[config.mk]
export PLATFORM = sky130hd
export DESIGN_NAME = dma_pkt_src
export DESIGN_NICKNAME = d
export VERILOG_FILES = /design/src/rtl/dma_pkg.sv /design/src/rtl/dma_pkt_fifo.sv /design/src/rtl/dma_pkt_src.sv
export SDC_FILE = /design/constraint.sdc
export NUM_CORES = 1
export LEC_CHECK = 0
export BUFFER_PORTS_ARGS = -buffer_cell sky130_fd_sc_hd__buf_2
export CORE_ASPECT_RATIO = 0.9
export CORE_MARGIN = 2
export CORE_UTILIZATION = 28
export DETAILED_ROUTE_END_ITERATION = 12
export SLEW_MARGIN = 10
export SYNTH_ARGS = -nofsm -noshare
export SYNTH_HDL_FRONTEND = slang
export SYNTH_SLANG_ARGS = --single-unit
[constraint.sdc]
create_clock -name p_clk -period 5.2 [get_ports p_clk]
set_clock_uncertainty 0.1 [all_clocks]
set_input_delay 0 -clock p_clk [delete_from_list [all_inputs] [get_ports p_clk]]
set_output_delay 0 -clock p_clk [all_outputs]
set_load 0.01 [all_outputs]
[src/rtl/dma_pkg.sv]
// dma_pkg: shared FSM state, default sizes and count-width helper for the DMA packet source
package dma_pkg;
  typedef enum logic [1:0] {DMA_IDLE, DMA_REQ, DMA_XFER} dma_state_e;
  localparam int DMA_DSIZE = 32;
  localparam int DMA_DEPTH = 16;
  function automatic int cnt_w(input int depth);
    return $clog2(depth + 1);
  endfunction
endpackage

[src/rtl/dma_pkt_fifo.sv]
// dma_pkt_fifo: circular {last, word} buffer with packet count, overflow drop and forced truncation
module dma_pkt_fifo import dma_pkg::*; #(
  parameter int DSIZE = DMA_DSIZE,
  parameter int DEPTH = DMA_DEPTH
) (
  input  logic                      p_clk,
  input  logic                      n_rst,
  input  logic                      wr_en,
  input  logic [DSIZE-1:0]          wr_data,
  input  logic                      wr_last,
  input  logic                      pop,
  output logic [DSIZE-1:0]          head_data,
  output logic                      head_last,
  output logic                      full,
  output logic [cnt_w(DEPTH)-1:0]   pkt_cnt,
  output logic                      ovf,
  output logic                      trunc
);
  localparam int CW = cnt_w(DEPTH);
  localparam int AW = $clog2(DEPTH);
  logic [DSIZE:0] mem [DEPTH];
  logic [AW-1:0] wptr, rptr;
  logic [CW-1:0] count;
  logic push, cut, in_last;
  assign full = count == CW'(DEPTH);
  assign push = wr_en && !full;
  // An oversized packet filling the buffer with nothing sendable would deadlock; close it here.
  assign cut = push && !wr_last && count == CW'(DEPTH - 1) && pkt_cnt == '0;
  assign in_last = wr_last || cut;
  assign head_data = mem[rptr][DSIZE-1:0];
  assign head_last = mem[rptr][DSIZE];
  always_ff @(posedge p_clk)
    if (push) mem[wptr] <= {in_last, wr_data};
  always_ff @(posedge p_clk or negedge n_rst)
    if (!n_rst) begin
      wptr <= '0;
      rptr <= '0;
      count <= '0;
      pkt_cnt <= '0;
      ovf <= 1'b0;
      trunc <= 1'b0;
    end else begin
      wptr <= wptr + AW'(push);
      rptr <= rptr + AW'(pop);
      count <= count + CW'(push) - CW'(pop);
      pkt_cnt <= pkt_cnt + CW'(push && in_last) - CW'(pop && head_last);
      ovf <= wr_en && full;
      trunc <= cut;
    end
endmodule

[src/rtl/dma_pkt_src.sv]
// dma_pkt_src: queues pushed packets and presents them to the bus arbiter over req/grant/ready
module dma_pkt_src import dma_pkg::*; #(
  parameter int DSIZE = DMA_DSIZE,
  parameter int DEPTH = DMA_DEPTH
) (
  input  logic                      p_clk,
  input  logic                      n_rst,
  input  logic                      en,
  input  logic                      burst,
  input  logic                      wr_en,
  input  logic [DSIZE-1:0]          wr_data,
  input  logic                      wr_last,
  output logic                      full,
  output logic [cnt_w(DEPTH)-1:0]   pkt_cnt,
  output logic                      ovf,
  output logic                      trunc,
  output logic                      req,
  input  logic                      grant,
  input  logic                      ready,
  output logic [DSIZE-1:0]          data,
  output logic                      pkt_end
);
  localparam int CW = cnt_w(DEPTH);
  dma_state_e state, state_n;
  logic xfer, keep, done, head_last;
  logic [DSIZE-1:0] head_data;
  assign xfer = state == DMA_XFER && grant && ready;
  assign keep = burst && en && pkt_cnt > CW'(1);
  assign done = xfer && head_last && !keep;
  dma_pkt_fifo #(.DSIZE(DSIZE), .DEPTH(DEPTH)) u_fifo (
    .p_clk(p_clk), .n_rst(n_rst), .wr_en(wr_en), .wr_data(wr_data), .wr_last(wr_last),
    .pop(xfer), .head_data(head_data), .head_last(head_last), .full(full),
    .pkt_cnt(pkt_cnt), .ovf(ovf), .trunc(trunc)
  );
  always_ff @(posedge p_clk or negedge n_rst)
    if (!n_rst) state <= DMA_IDLE;
    else state <= state_n;
  always_comb begin
    state_n = DMA_IDLE;
    case (state)
      DMA_IDLE: state_n = en && pkt_cnt != '0 ? DMA_REQ : DMA_IDLE;
      DMA_REQ:  state_n = grant ? DMA_XFER : DMA_REQ;
      DMA_XFER: state_n = done ? DMA_IDLE : DMA_XFER;
      default:  state_n = DMA_IDLE;
    endcase
  end
  // req falls in the same cycle the closing word moves, so the arbiter can re-grant at once
  always_comb begin
    req = state == DMA_REQ || (state == DMA_XFER && !done);
    data = state == DMA_XFER ? head_data : '0;
    pkt_end = state == DMA_XFER && head_last;
  end
endmodule

==> results of run 1 <==
## final timing paths
kind / slack, ns / to / cells after the start
max in group asynchronous: 3.69 / u_fifo.rptr[0]$_DFF_PN0_ / 3
min reg2reg: 0.42 / state[0]$_DFF_PN0_ / 1
max: 1.47 / data[29] / 5
min in group asynchronous: 0.56 / u_fifo.ovf$_DFF_PN0_ / 3
max reg2reg: 1.79 / u_fifo.pkt_cnt[4]$_DFF_PN0_ / 13
min: 0.08 / u_fifo.ovf$_DFF_PN0_ / 3
## kinds of logic after synthesis
group | after synthesis | share of synthesized area
flip-flops | 550 | 0.769
multiplexers | 167 | 0.173
AND/OR/NAND/NOR | 85 | 0.0215
buffers and inverters | 62 | 0.0145
adder cells (fa/ha/maj) | 21 | 0.0130
AO/OA/AOI/OAI | 14 | 0.00410
XOR/XNOR | 12 | 0.00492
## Yosys cell counts (all sizes together), types with 6 or more instances
master    n
a21oi     6
buf      23
clkbuf   19
dfrtp    22
edfxtp  528
ha       19
inv      19
mux4    162
nand2     7
nor2     24
nor2b    33
xnor2     6
xor2      6
## per-stage QoR
step,std cells,power [uW],worst slack [ns],area (um2),hold WS (ns)
after CTS,2147,13200,1.33,25300,0.0524
final,2147,13000,1.47,25300,0.0834
after global routing,2147,13600,1.21,25300,0.0748
after floorplan,911,8180,1.07,21300,-0.396
after global placement,2007,9220,1.75,23200,-0.0973
after detailed placement,2007,9270,1.73,23200,-0.0940
## flip-flops by register name (all words and copies together), names as in the netlist
register and flops:
u_fifo.trunc 1, u_fifo.wptr 4, u_fifo.pkt_cnt 5, u_fifo.mem 528, u_fifo.count 5, u_fifo.rptr 4, state 2, u_fifo.ovf 1
## per-layer routing
metal,vias to the layer above,wire (um)
li1,4151,-
met1,5291,20800
met2,228,24100
met3,63,2180
met4,2,831
met5,-,7
## power by group through the flow
stage,Combinational (uW),Clock [uW],Sequential (uW)
6_report,3410,3860,5690
5_1_grt,3700,4110,5750
4_1_cts,3530,3940,5700
3_5_place_dp,3480,0,5790
3_3_place_gp,3450,0,5760
2_1_floorplan,2590,0,5590
## critical path, delay by kind of cell (launching register included)
family,cells,cell delay [ns]
multiplexers,2,1.14
buffers and inverters,2,0.87
flip-flops,1,0.81
AND/OR/NAND/NOR,1,0.16
## final cells by class
| cell class | count | share of cell area |
|---|---|---|
| Clock buffer | 66 | 0.0552 |
| Clock inverter | 32 | 0.0133 |
| Inverter | 20 | 0.00297 |
| Multi-Input combinational cell | 299 | 0.187 |
| Sequential cell | 550 | 0.648 |
| Tap cell | 1029 | 0.0509 |
| Timing Repair Buffer | 151 | 0.0419 |
==> run summary, run 1 <==
## Status
* run status: complete, no violations

## Global route
* layer carrying the most global-route usage: met2
* global route overflow: 0
* largest net degree at the start of global routing: 73
* all-layer global routing usage: 0.124
* global-route met2 utilization: 0.208
* met1 track demand over resource in global routing: 0.167
* met3 capacity usage during global routing: 0.0198
* initial antenna violation count: 1
* vias in the first global route: 10400
* global-route wire length before repair: 70900 um

## Final layout
* number of fill cells in the layout: 7214
* top library cells by usage in the layout, fill and taps aside: 528 x edfxtp_1, 162 x mux4_2, 81 x buf_2
* fin util: 0.333
* most common library cell in the layout ignoring fill and taps: edfxtp_1
* Antenna Cells: 0
* multi-input gate area in the final layout: 4740 um2
* Layout Area Growth over Synthesis: 18.6%
* net count of the finished layout: 1137
* Sequential Area: 16400 um2
* ratio of cells with drive above 1 in the final layout: 0.332

## Timing
* FMAX: 0.268 GHz
* final hold violation count: 0
* actual slew at the worst max-slew pin: 1.04 ns
* Final TNS setup: 0 ns
* Finish-stage setup viols: 0
* max-slew violations: 0
* setup repair after global routing missed its margin: false
* worst max-slew margin expressed relative to the limit: 0.302
* final critical-path required period: 3.73 ns
* Final period util: 0.717

## Clocking
* number of H-tree levels: 2
* clk_lat worst skew: 0.61 ns
* CTS tree: yes
* quantity of hold-fixing buffers added after cts: 42
* CTS Sinks: 550
* post-cts resize count: 0
* CTS Root Buffer Type: clkbuf_16
* clock transition at the registers of the reported paths: 0.06 ns
* number of buffers on the longest clock path: 3
* clock buffers created by TritonCTS: 54
* setup repair bufs after CTS: 0

## Floorplan
* Std-Cell Core Area: 75900 um2
* I/O pin cnt: 82
* row cnt: 96
* height of the die: 266 um
* Die Area: 78500 um2
* die span in x: 295 um
* initial cell density of the core: 0.281

## Route
* first-pass detailed-route iteration total: 5
* number of nets still failing antenna checks after routing: 0
* detailed-route vias per instance: 4.53
* average wire per cell in the routed design: 22.3 um
* Residual DRC: 0
* Final Routed Wirelength: 47900 um
* Detailed Route Iter0 Violations: 850
* via total after detailed routing: 9735

## Run
* # Max-Cap Violations: 0

## Pwr
* pwr dens: 512 nW/um2
* peak supply drop: 0.378 mV
* Power Internal: 9270 uW
* proportion of power drawn by flip-flops and latches: 0.439
* part of the power in combinational logic: 0.263
* leakage: 0.00808 uW
* net switching power: 3690 uW
* Net Sw Frac: 0.284
* part of the power in the clock network: 0.298

## Synthesis
* cells taking the most area after synthesis: edfxtp_1 74%, mux4_2 17%, dfrtp_1 2.6%
* top cell type's share of synthesized area: 0.743
* library cell with the largest summed area after synthesis: edfxtp_1
* cell area after synthesis: 21300 um2
* asr flop ratio synth: 0.0400
* number of synthesized flops with an enable pin: 528
* Synth Net Count: 972
* number of synthesized register bits: 550
* sequential area share after synthesis: 0.769
* Yosys warning total: 0
* Gate Count Post-Synth: 911
* Avg Synthesized Cell Area: 23.4 um2
* number of distinct library cells after synthesis: 35
* top_reg_cell synth: edfxtp_1

## Setup path
* arrival time of the worst setup path: 3.63 ns
* launch point of the worst reg-to-reg path: u_fifo.rptr[0]$_DFF_PN0_
* CP Max Fanout: 37
* crit-path most repeated cell: mux4_2
* highest cell delay on the worst timing path: 0.81 ns
* startpoint of the worst setup timing path: u_fifo.rptr[0]$_DFF_PN0_
* Setup crit start kind: register
* Setup Crit Path Kind: reg2out
* Worst Setup End Kind: output port
* list of cells traversed by the critical path: buf_4, mux4_2, mux4_2, nor2b_1, buf_2
* cell at the slowest stage of the critical path: dfrtp_4
* Critical Path RT: 5.10 ns

## Placed design
* HPWL after DPL: 26300 um
* GP Congestion: 0.735
* count of buffers from port buffering: 81

## Min path
* Hold WC Path Type: in2reg
* startpoint of the most critical hold path: wr_en

Note: power is estimated with default switching activity, not from simulation.
==> run 2, diff against run 1 <==
- clock period: 5.2 -> 3.5 ns (I/O delays scaled with it)
==> run 2 against run 1 <==
Register-to-register slack worse by 1.4 ns; largest cell class unchanged; highest routed layer unchanged; worst setup slack worse by 1.3 ns; die area unchanged; core utilization up 0.47 points; wire length down 0.98%.
==> run summary, run 2 (same netlist as run 1, synthesis figures left out) <==
## Final layout
* top library cells by usage in the layout, fill and taps aside: 528 x edfxtp_1, 162 x mux4_2, 81 x buf_2, unchanged
* Sequential Area: 16400 um2, unchanged
* Antenna Cells: 0, unchanged
* number of fill cells in the layout: 7135, was 7214
* most common library cell in the layout ignoring fill and taps: edfxtp_1, unchanged
* Regs by FF count: u_fifo.mem (528), u_fifo.count (5), u_fifo.pkt_cnt (5), unchanged
* net count of the finished layout: 1152, was 1137
* cell area after layout: 25700 um2, was 25300 um2
* Layout Area Growth over Synthesis: 20.3%, was 18.6%
* multi-input gate area in the final layout: 4770 um2, was 4740 um2
* ratio of cells with drive above 1 in the final layout: 0.342, was 0.332
* flip-flop count of the largest register, all copies and words added: 528, unchanged
* register bank with the most flops: u_fifo.mem, unchanged

## Floorplan
* I/O pin cnt: 82, unchanged
* die span in x: 295 um, unchanged
* initial cell density of the core: 0.281, unchanged
* Std-Cell Core Area: 75900 um2, unchanged
* row cnt: 96, unchanged
* Die Area: 78500 um2, unchanged
* height of the die: 266 um, unchanged

## Timing
* Final TNS setup: 0 ns, unchanged
* Final period util: 0.950
* final hold violation count: 0, unchanged
* crit path setup slack, layout: 0.176 ns, was 1.47 ns
* hold_ws: 0.0660 ns, was 0.0834 ns
* final critical-path required period: 3.32 ns
* FMAX: 0.301 GHz
* worst max-slew margin expressed relative to the limit: 0.413, was 0.302
* actual slew at the worst max-slew pin: 0.881 ns, was 1.04 ns
* Finish-stage setup viols: 0, unchanged
* setup repair after global routing missed its margin: false, unchanged
* max-slew violations: 0, unchanged

## Clocking
* setup repair bufs after CTS: 0, unchanged
* CTS tree: yes, unchanged
* number of H-tree levels: 2, unchanged
* CTS Root Buffer Type: clkbuf_16, unchanged
* number of buffers on the longest clock path: 3, unchanged
* CTS Sinks: 550, unchanged
* clk_lat worst skew: 0.63 ns, was 0.61 ns
* clock buffers created by TritonCTS: 57, was 54
* clock transition at the registers of the reported paths: 0.07 ns, was 0.06 ns

## Setup path
* Setup Crit Path Kind: reg2out, unchanged
* Setup crit start kind: register, unchanged
* Worst Setup End Kind: output port, unchanged
* arrival time of the worst setup path: 3.22 ns, was 3.63 ns
* CP Max Fanout: 76, was 37
* Critical Path RT: 3.40 ns, was 5.10 ns

## Global route
* largest net degree at the start of global routing: 77, was 73
* global-route wire length before repair: 70500 um, was 70900 um
* initial antenna violation count: 2, was 1
* all-layer global routing usage: 0.123, was 0.124
* global route overflow: 0, unchanged
* vias in the first global route: 10400, about the same

## Pwr
* pwr dens: 764 nW/um2, was 512 nW/um2
* power consumption: 19600 uW, was 13000 uW
* peak supply drop: 0.600 mV, was 0.378 mV
* leakage: 0.00824 uW, was 0.00808 uW

## Placed design
* HPWL after DPL: 26500 um, was 26300 um
* GP Congestion: 0.720, was 0.735
* worst slack after detailed placement: 0.348 ns, was 1.73 ns
* cell area after placement: 23400 um2, was 23200 um2
* count of buffers from port buffering: 81, unchanged

## Route
* Final Routed Wirelength: 47500 um, was 47900 um
* number of nets still failing antenna checks after routing: 0, unchanged
* Detailed Route Iter0 Violations: 959, was 850
* first-pass detailed-route iteration total: 5, unchanged
* detailed-route vias per instance: 4.51, was 4.53
* Residual DRC: 0, unchanged
* average wire per cell in the routed design: 21.9 um, was 22.3 um
* via total after detailed routing: 9789, was 9735

## Run
* # Max-Cap Violations: 0, unchanged

## Status
* run status: complete, no violations, unchanged

## Min path
* Hold WC Path Type: in2reg, unchanged

## run 2: cell count changes in the layout (fill, tap and decap cells not counted), sizes merged
cell         delta
buf            +14
clkbuf          +3
clkinv          +8
clkinvlp        +1
dlygate4sd3     -2
inv             -2
## run 2: repair_timing
action / 4_1_cts / 5_1_grt
gates resized for setup: 2 / 2
hold buffers: 41 / 0
hold endpoints to repair: 558 / 0
setup endpoints to repair: 13 / 1
## run 2: final timing paths
check | startpoint | to | slack, ns | cells past startpoint
setup / recovery | u_fifo.rptr[0]$_DFF_PN0_ | data[29] | 0.18 | 5
hold / removal | wr_en | u_fifo.ovf$_DFF_PN0_ | 0.07 | 3
setup reg to reg | u_fifo.rptr[0]$_DFF_PN0_ | u_fifo.pkt_cnt[4]$_DFF_PN0_ | 0.35 | 13
hold reg to reg | state[1]$_DFF_PN0_ | state[0]$_DFF_PN0_ | 0.42 | 1
max in group asynchronous | n_rst | u_fifo.rptr[0]$_DFF_PN0_ | 2.77 | 4
min in group asynchronous | n_rst | u_fifo.pkt_cnt[1]$_DFF_PN0_ | 0.35 | 4
## run 2: area by class of cell
cell class / count / area share
tap: 1029 / 0.0501
clock buffer: 69 / 0.0573
timing repair buffer: 163 / 0.0493
inverter: 20 / 0.00292
clock inverter: 39 / 0.0154
sequential: 550 / 0.639
multi-input combinational: 299 / 0.186
## run 2: critical path: stages (launching register included)
cell	delay [ns]
dfrtp_4	0.55
buf_16	0.45
mux4_2	0.59
mux4_2	0.56
nor2b_1	0.17
buf_2	0.17
## run 2: stage by stage
stage                      util  std cells
final                     0.338       2169
after global routing      0.338       2169
after CTS                 0.338       2169
after detailed placement  0.308       2020
after global placement    0.308       2020
after floorplan               -        911
## run 2: layer usage
layer,GRT usage,part of all wire,up-vias
met5,0,0.00027,-
met4,0.0305,0.016,2
met3,0.0219,0.047,58
met2,0.203,0.50,221
met1,0.168,0.44,5324
li1,-,-,4184
## run 2: power breakdown
group          switching, uW  internal, uW  total [uW]
Combinational           2760          2640        5400
Clock                   2540          3400        5930
Sequential               306          7980        8290
Total                   5600         14000       19600
